`src/rtl/alu_arbiter.sv`:
```
// alu_arbiter: shares one combinational ALU between two requesters.
// Requests are granted round-robin, the operands are registered into the
// ALU, and the ALU result is captured and returned on a single response
// port tagged with the id of the requester that issued it.
// Only one operation is in flight at a time.
module alu_arbiter #(
    parameter int WIDTH = 32,
    parameter int FW    = 3
) (
    input  logic             clk,
    input  logic             reset,
    input  logic             req0_valid,
    input  logic [WIDTH-1:0] req0_a,
    input  logic [WIDTH-1:0] req0_b,
    input  logic [FW-1:0]    req0_f,
    output logic             req0_ready,
    input  logic             req1_valid,
    input  logic [WIDTH-1:0] req1_a,
    input  logic [WIDTH-1:0] req1_b,
    input  logic [FW-1:0]    req1_f,
    output logic             req1_ready,
    output logic [WIDTH-1:0] alu_a,
    output logic [WIDTH-1:0] alu_b,
    output logic [FW-1:0]    alu_f,
    input  logic [WIDTH-1:0] alu_y,
    input  logic             alu_zero,
    output logic             resp_valid,
    input  logic             resp_ready,
    output logic             resp_id,
    output logic [WIDTH-1:0] resp_y,
    output logic             resp_zero
);

    typedef enum logic [1:0] {
        ST_IDLE = 2'd0,
        ST_EXEC = 2'd1,
        ST_RESP = 2'd2
    } state_t;

    state_t           r_state;
    state_t           w_next_state;
    logic             r_last_grant;
    logic [WIDTH-1:0] r_op_a;
    logic [WIDTH-1:0] r_op_b;
    logic [FW-1:0]    r_op_f;
    logic             r_op_id;
    logic             r_resp_valid;
    logic             r_resp_id;
    logic [WIDTH-1:0] r_resp_y;
    logic             r_resp_zero;
    logic             w_grant0;
    logic             w_grant1;

    // Next-state and grant selection; a tie goes to the requester not served last.
    always_comb begin
        w_next_state = r_state;
        w_grant0     = 1'b0;
        w_grant1     = 1'b0;
        case (r_state)
            ST_IDLE: begin
                if (req0_valid && req1_valid) begin
                    if (r_last_grant) begin
                        w_grant0 = 1'b1;
                    end else begin
                        w_grant1 = 1'b1;
                    end
                end else if (req0_valid) begin
                    w_grant0 = 1'b1;
                end else if (req1_valid) begin
                    w_grant1 = 1'b1;
                end else begin
                    w_grant0 = 1'b0;
                    w_grant1 = 1'b0;
                end
                if (w_grant0 || w_grant1) begin
                    w_next_state = ST_EXEC;
                end else begin
                    w_next_state = ST_IDLE;
                end
            end
            ST_EXEC: begin
                w_next_state = ST_RESP;
            end
            ST_RESP: begin
                if (resp_ready) begin
                    w_next_state = ST_IDLE;
                end else begin
                    w_next_state = ST_RESP;
                end
            end
            default: begin
                w_next_state = ST_IDLE;
            end
        endcase
    end

    // Ready is combinational in the granting cycle; reset masks it so a
    // request can never look accepted on an edge where reset wins.
    always_comb begin
        if (reset) begin
            req0_ready = 1'b0;
            req1_ready = 1'b0;
        end else begin
            req0_ready = w_grant0;
            req1_ready = w_grant1;
        end
    end

    // State, operand latch, round-robin history and result capture.
    always_ff @(posedge clk) begin
        if (reset) begin
            r_state      <= ST_IDLE;
            r_last_grant <= 1'b1;
            r_op_a       <= {WIDTH{1'b0}};
            r_op_b       <= {WIDTH{1'b0}};
            r_op_f       <= {FW{1'b0}};
            r_op_id      <= 1'b0;
            r_resp_valid <= 1'b0;
            r_resp_id    <= 1'b0;
            r_resp_y     <= {WIDTH{1'b0}};
            r_resp_zero  <= 1'b0;
        end else begin
            r_state <= w_next_state;

            if (w_grant0) begin
                r_op_a       <= req0_a;
                r_op_b       <= req0_b;
                r_op_f       <= req0_f;
                r_op_id      <= 1'b0;
                r_last_grant <= 1'b0;
            end else if (w_grant1) begin
                r_op_a       <= req1_a;
                r_op_b       <= req1_b;
                r_op_f       <= req1_f;
                r_op_id      <= 1'b1;
                r_last_grant <= 1'b1;
            end else begin
                r_op_a       <= r_op_a;
                r_op_b       <= r_op_b;
                r_op_f       <= r_op_f;
                r_op_id      <= r_op_id;
                r_last_grant <= r_last_grant;
            end

            if (r_state == ST_EXEC) begin
                r_resp_y     <= alu_y;
                r_resp_zero  <= alu_zero;
                r_resp_id    <= r_op_id;
                r_resp_valid <= 1'b1;
            end else if ((r_state == ST_RESP) && resp_ready) begin
                r_resp_valid <= 1'b0;
            end else begin
                r_resp_valid <= r_resp_valid;
            end
        end
    end

    // The ALU sees the operand registers directly; they hold outside EXEC.
    always_comb begin
        alu_a      = r_op_a;
        alu_b      = r_op_b;
        alu_f      = r_op_f;
        resp_valid = r_resp_valid;
        resp_id    = r_resp_id;
        resp_y     = r_resp_y;
        resp_zero  = r_resp_zero;
    end

endmodule

```
`config.mk`:
```
export PLATFORM = sky130hd
export DESIGN_NAME = alu_arbiter
export DESIGN_NICKNAME = d
export VERILOG_FILES = /design/src/rtl/alu_arbiter.sv
export SDC_FILE = /design/constraint.sdc
export NUM_CORES = 1
export LEC_CHECK = 0
export CAP_MARGIN = 25
export CORE_ASPECT_RATIO = 1.1
export CORE_MARGIN = 2
export CORE_UTILIZATION = 30
export DETAILED_ROUTE_END_ITERATION = 8
export SKIP_CTS_REPAIR_TIMING = 1
export SYNTH_ARGS = -nofsm -noshare
export SYNTH_HDL_FRONTEND = slang
export SYNTH_SLANG_ARGS = --single-unit
```
`constraint.sdc`:
```
create_clock -name clk -period 2.2 [get_ports clk]
set_clock_uncertainty 0.05 [all_clocks]
set_input_delay 0.33 -clock clk [delete_from_list [all_inputs] [get_ports clk]]
set_output_delay 0.33 -clock clk [all_outputs]
set_load 0.01 [all_outputs]
```
After elaboration in Yosys (flattened, before gate mapping)
Index checks and enable logic that the tools add are counted.

Bits in registers: 106. Output and inout port bits: 104. Input port bits: 172.

Reduce and logical (&&, ||, !) cells: 7. Multiplexer cells: 26. Eq/ne operators: 2.

Operators with widths (count): $mux W32 (4); $mux W1 (18); $mux W3 (2); $pmux W2 S3 (1); $reduce_bool A2 Y1 (2); $eq A2 B1 Y1 const B (1); $eq A2 B2 Y1 const B (1); $logic_and A1 B1 Y1 (2); $logic_not A2 Y1 (1); $mux W2 (1); $reduce_or A2 Y1 (1); $logic_or A1 B1 Y1 (1).

Depth between registers and ports, before layout
Gate-level depths: netlist of run 1.

Depth after elaboration: 7. Gate-level depth with buffers: 6.

Worst setup path before layout of run 1
No wires, ideal clock.

Path type: reg2out. From: register r_state[1]. To: output req0_ready. Stages on the path, launching flop included: 6. Path buffers: 2. Data required time: 1.820 ns. Setup slack: 0.520 ns. Arrival time: 1.300 ns. Path through: dfxtp_1 > nor2_1 > nand3_1 > buf_2 > buf_1 > nor2_1.

Longest elaborated chain between the ends: 3.

RTL lines: start, declared (line 40) `state_t r_state;`; start signal, assigned (line 123) `r_state <= w_next_state;`; $logic_not A2 Y1 (line 59) `case (r_state)`; $mux W1 (line 59); $mux W1 (line 100) `if (reset) begin`; end, declared (line 16) `output logic req0_ready,`.

No other way between the ends.

Worst setup path after layout of run 1
Ends and elaborated chain as after synthesis.

==> results of run 1 <==
-- metrics by stage --
step | power, mW | utilization | instance area [sq um] | std cells
global route | 5.81 | 0.498 | 8530 | 1045
CTS | 5.60 | 0.498 | 8530 | 1045
global placement | 3.91 | 0.480 | 8230 | 1029
floorplan | 3.00 | - | 5280 | 577
detailed placement | 3.93 | 0.480 | 8230 | 1029
finish | 5.54 | 0.498 | 8540 | 1046
-- worst max path at each step --
stage            endpoint  cells after the start  slack (ps)
4_1_cts        req1_ready                      4         130
3_3_place_gp   req0_ready                      5         180
5_1_grt        req1_ready                      4          30
3_5_place_dp   req0_ready                      5         160
6_report       req0_ready                      4         150
2_1_floorplan  req0_ready                      5         520
-- flip-flops by register name, indices dropped and copies added, names as in the netlist --
register      cells
alu_a            32
alu_b            32
resp_y           32
alu_f             3
r_state           2
r_last_grant      1
r_op_id           1
resp_id           1
resp_valid        1
resp_zero         1
-- synth_stat cells (2+ instances only) --
cell,n
clkbuf_1,60
nand3_1,2
nand2_1,70
nor2b_1,68
buf_6,4
nor4b_1,67
buf_1,5
a221o_1,67
nor2_1,4
nand2b_1,2
dfxtp_1,106
a21oi_1,36
buf_2,9
and4_1,67
-- power breakdown --
part           internal, mW  switching (mW)
combinational         0.916           0.703
sequential             2.13           0.133
clock                 0.815           0.840
total                  3.86            1.68
-- final cells by class --
type | count | share of cell area
Tap cell | 234 | 0.0343
Antenna cell | 1 | 0.000293
Sequential cell | 106 | 0.249
Timing Repair Buffer | 296 | 0.347
Clock buffer | 9 | 0.0264
Clock inverter | 7 | 0.00967
Multi-Input combinational cell | 393 | 0.333
-- critical path, cell delays in order (launching register included) --
cell	delay, ps
dfxtp_1	380
nor2_4	160
nand3_2	90
nor2_1	130
clkdlybuf4s50_1	550
-- per-layer routing --
metal / share of wire / vias up / GRT usage
li1: - / 2659 / -
met1: 0.42 / 2611 / 0.251
met3: 0.083 / 29 / 0.0468
met2: 0.48 / 250 / 0.335
met4: 0.019 / 2 / 0.0683
met5: 0.00052 / - / 0
-- cell families after synthesis --
| family | count (synthesis) |
|---|---|
| buffers and inverters | 78 |
| AOI/OAI and AO/OA | 106 |
| and+or+nand+nor | 287 |
| DFF | 106 |
==> results.md, run 1 <==
* Worst-skew pair later-pin latency at 350 ps
* Clock buffer depth at 2
* Worst reg-to-reg path cell count at 4
* Multi-input gate area at 0.00285 sq mm
* Syn_nets at 749
* Setup crit start: r_state[1]
* Synth Cell Area at 0.00528 sq mm
* Hold slack at 407 ps
* Complex-gate fraction of the synthesized area at 0.166
* Final Max Slew Viols at 0
* Rows at 50
* Drt pass-1 iters at 4
* Initial DRC Count at 367
* Worst R2R Start: r_state[1]
* Min-delay worst type: flip-flop to flip-flop
* Slew of the pin with the lowest slew margin at 783 ps
* Yosys reg bits at 106
* Starting density of the core at 0.308
* RR Endpoint: alu_b[14]
* Fillers at 1607
* Via count at 5551
* EDFF count, synth at 0
* Total congestion overflow at 0
* Core Region at 0.0171 sq mm
* Flop-to-flop setup slack at 330 ps
* CTS HTree Levels at 3
* Hold Path End: resp_y[4]
* Kind of critical path: flip-flop to output pin
* Synth Area in Simple Gates at 0.369
* Mux cell area share after synthesis at 0
* Global-route total usage across every layer at 0.200
* Synth area leaders: dfxtp_1 40%, a221o_1 13%, and4_1 11%
* Vias per cell at 5.31
* Clk root buf: clkbuf_16
* Seq/Total Area, Yosys at 0.402
* Synth unique cells at 24
* Crit path time final at 2050 ps
* Synth async-reset ratio at 0
* Peak VDD IR at 0.360 mV
* DR WL/cell at 18.4 um
* Clock sink count at 106
* Top cell type's share of synthesized area at 0.402
* Hold-critical path depth at 2
* Worst hold start: resp_y[4]
* Yosys synthesis warning count at 0
* Die area at 0.0187 sq mm
* Final number of hold-violating endpoints at 0
* Most used flip-flop cell after synthesis: dfxtp_1
* Vias in the first global route at 5541
* Mean Syn Cell Area at 9.15 sq um
* Mapped Cells at 577
* Adder-cell share of the synthesized area at 0
* Die Y at 143 um
* Register Area at 0.00212 sq mm
* Remaining antenna violation count at 0
* Status: complete, no violations
* I/O pin count at 276
* Pre-CTS setup slack at 159 ps
* TNS Setup at 0 ps
* CP Launch Type: flip-flop
* Final setup viols at 0
* Layout cell share with drive strength beyond 1 at 0.0580
* PD cells at 649 mW/mm^2
* HPWL after DPL at 13500 um
* CTS tree: yes
* Commonest cells after routing, fill and taps aside: 273 x clkdlybuf4s50_1, 106 x dfxtp_1, 70 x nand2_1
* CTS buffer count at 9
* Largest net degree at the start of global routing at 68
* Total Wirelength at 19200 um
* Initial antenna violation count at 2
* # Max-Cap Violations at 0
* Most common cell after layout, fill and taps aside: clkdlybuf4s50_1
* Critical Path RT at 1820 ps
* Die X at 130 um
* NumNets Final at 978
* First-pass GRT wire length at 29500 um
* Slew headroom at 0.478
* Leak at 3.03 nW
* Endpoint arrival time on the critical path at 1670 ps
* Area Growth Syn to Fin at 61.7%
* Crit share post-route at 0.933
* Setup ws final at 148 ps
* Main combinational cell family by area after synthesis: simple AND/OR/NAND/NOR gates
* Routability cong. at 0.792
* XOR/XNOR Fraction of Synth Area at 0
* Clock transition at path regs at 80 ps
* Drt drc at 0
* Post-synth top area cell: dfxtp_1
* Port Buffer Count at 275
* CP Capture Type: output pin
* RSZ-0062 raised after global routing: no
* Worst-path fanout max at 7
* Fmax at 0.487 GHz
No activity file was read; power rests on OpenSTA's default activity.
==> inputs of run 2 (changes only) <==
--- a/config.mk
+++ b/config.mk
@@ -8,8 +8,9 @@
 export CAP_MARGIN = 25
 export CORE_ASPECT_RATIO = 1.1
 export CORE_MARGIN = 2
-export CORE_UTILIZATION = 30
+export CORE_UTILIZATION = 40
 export DETAILED_ROUTE_END_ITERATION = 8
+export PLACE_DENSITY = 0.81
 export SKIP_CTS_REPAIR_TIMING = 1
 export SYNTH_ARGS = -nofsm -noshare
 export SYNTH_HDL_FRONTEND = slang
==> run 2 against run 1 <==
Net effect: count of clock-buffer cells in the layout is 1 higher; global-route usage rose by 4.0 points; first-iteration DRC count up 42%; hold slack lost 120 ps; register-to-register slack worse by 50 ps; non-clock buffer count shrank 5; worst setup slack lost 4.9 ps; combinational power barely moved; clock power hardly changed; maximum frequency down 0.24%; total power fell by 0.11%; utilization increased by 14 points; largest cell class unchanged.
==> results.md, run 2 (synthesized netlist as in run 1, its figures left out) <==
* Status: complete, no violations
* Drt drc at 0 (unchanged)
* Clk root buf: clkbuf_16
* Rows at 44 (-12%)
* CTS buffer count at 9 (unchanged)
* Die area at 0.0141 sq mm (-24%)
* Most common cell after layout, fill and taps aside: clkdlybuf4s50_1
* # Max-Cap Violations at 0 (unchanged)
* Port Buffer Count at 275 (unchanged)
* Endpoint arrival time on the critical path at 1680 ps (about the same)
* Worst hold start: reset
* Die X at 114 um (-13%)
* Largest net degree at the start of global routing at 86 (+26%)
* Seq pwr share at 0.409 (about the same)
* PD cells at 660 mW/mm^2 (+1.7%)
* First-pass GRT wire length at 27700 um (-6.1%)
* Pint at 3.96 mW (+2.6%)
* Slew headroom at 0.488 (+0.0101)
* Leak at 3.00 nW (-1.0%)
* Kind of critical path: flip-flop to output pin
* Critical Path RT at 1820 ps (about the same)
* RSZ-0062 raised after global routing: no
* Final Max Slew Viols at 0 (unchanged)
* Via count at 5657 (+1.9%)
* Peak VDD IR at 0.332 mV (-7.9%)
* CP Launch Type: flip-flop
* Placed Area at 0.00807 sq mm (-1.9%)
* CTS tree: yes
* Die Y at 125 um (-13%)
* Layout cell share with drive strength beyond 1 at 0.0521 (-0.00584)
* Drt pass-1 iters at 4 (unchanged)
* Initial antenna violation count at 1 (-1)
* Register Area at 0.00212 sq mm (unchanged)
* CP Capture Type: output pin
* Routability cong. at 0.802 (+1.2%)
* Power share of the clock group at 0.303 (+0.004)
* Total Wirelength at 17900 um (-7.0%)
* Clock transition at path regs at 80 ps (about the same)
* Final number of hold-violating endpoints at 0 (unchanged)
* Final setup viols at 0 (unchanged)
* CTS HTree Levels at 3 (unchanged)
* Pwr Total at 5.54 mW (-0.11%)
* NumNets Final at 973 (-0.51%)
* Global-route total usage across every layer at 0.240 (+0.0403)
* TNS Setup at 0 ps (unchanged)
* Total congestion overflow at 0 (unchanged)
* Worst-path fanout max at 7 (unchanged)
* Design Area, Final at 0.00839 sq mm (-1.8%)
* Core Region at 0.0130 sq mm (-24%)
* I/O pin count at 276 (unchanged)
* Slew of the pin with the lowest slew margin at 768 ps (-15.1 ps)
* Crit share post-route at 0.935 (+0.00225)
* Fillers at 1088 (-32%)
* Commonest cells after routing, fill and taps aside: 273 x clkdlybuf4s50_1, 106 x dfxtp_1, 70 x nand2_1
* Fmax at 0.486 GHz (-0.24%)
* Setup crit start: r_state[1]
* Crit path time final at 2060 ps (+4.94 ps)
* Multi-input gate area at 0.00285 sq mm (unchanged)
* DR WL/cell at 18.5 um (+0.47%)
* Clock sink count at 106 (unchanged)
* Initial DRC Count at 521 (+42%)
* Vias in the first global route at 5314 (-4.1%)
* Min-delay worst type: input port to flip-flop
* Worst R2R Start: r_state[1]
* Worst-skew pair later-pin latency at 350 ps (about the same)
* Sw frac at 0.284 (-0.0186)
* Area Growth Syn to Fin at 58.8%
* Starting density of the core at 0.405 (+0.0967)
* Remaining antenna violation count at 0 (unchanged)
* HPWL after DPL at 12100 um (-11%)
* P_sw at 1.57 mW (-6.3%)
* Vias per cell at 5.84 (+10%)
* Clock buffer depth at 2 (unchanged)
* Logic pwr share at 0.287 (-0.005)
==> run 2: cell types whose count changed in the layout (fill, tap and decap cells not counted), sizes merged <==
| cell | delta |
|---|---|
| clkbuf | +1 |
| buf | -5 |
| clkinv | -1 |
| inv | -1 |
| bufinv | +1 |
==> run 2: power groups by stage <==
stage	clock [mW]	combinational [mW]	sequential (mW)
4_1_cts	1.70	1.59	2.27
3_5_place_dp	0	1.59	2.30
3_3_place_gp	0	1.56	2.30
2_1_floorplan	0	0.620	2.38
6_report	1.68	1.59	2.27
5_1_grt	1.78	1.70	2.29
==> run 2: worst max-delay path, stage by stage, from the launching register on <==
cell             delay (ps)
dfxtp_1                 380
nor2_4                  160
nand3_1                 120
nor2_1                  110
clkdlybuf4s50_1         560
==> run 2: metal layers <==
layer,track usage,vias to the layer above,share of wire
li1,-,2639,-
met5,0,-,0
met4,0.0954,0,0.030
met2,0.398,317,0.48
met3,0.0584,40,0.086
met1,0.299,2661,0.40
==> run 2: per-stage QoR <==
| step | utilization | setup WS, ps | hold slack (ps) | std cells |
|---|---|---|---|---|
| finish | 0.643 | 143 | 285 | 968 |
| global route | 0.643 | 30.7 | 300 | 967 |
| CTS | 0.643 | 142 | 283 | 967 |
| detailed placement | 0.619 | 168 | 395 | 951 |
| global placement | 0.619 | 183 | 389 | 951 |
| floorplan | - | 520 | 382 | 577 |
==> run 2: final timing paths <==
path / to / slack (ps) / cells after the start
setup / recovery: req1_ready / 140 / 4
setup reg to reg: alu_b[1] / 280 / 4
hold / removal: resp_y[1] / 280 / 2
hold reg to reg: resp_y[6] / 400 / 2
==> run 2: layout make-up <==
type / count / share of cell area
Antenna cell: 1 / 0.000298
Multi-Input combinational cell: 393 / 0.339
Sequential cell: 106 / 0.253
Clock buffer: 10 / 0.0285
Timing Repair Buffer: 291 / 0.346
Clock inverter: 6 / 0.00865
Tap cell: 161 / 0.0240
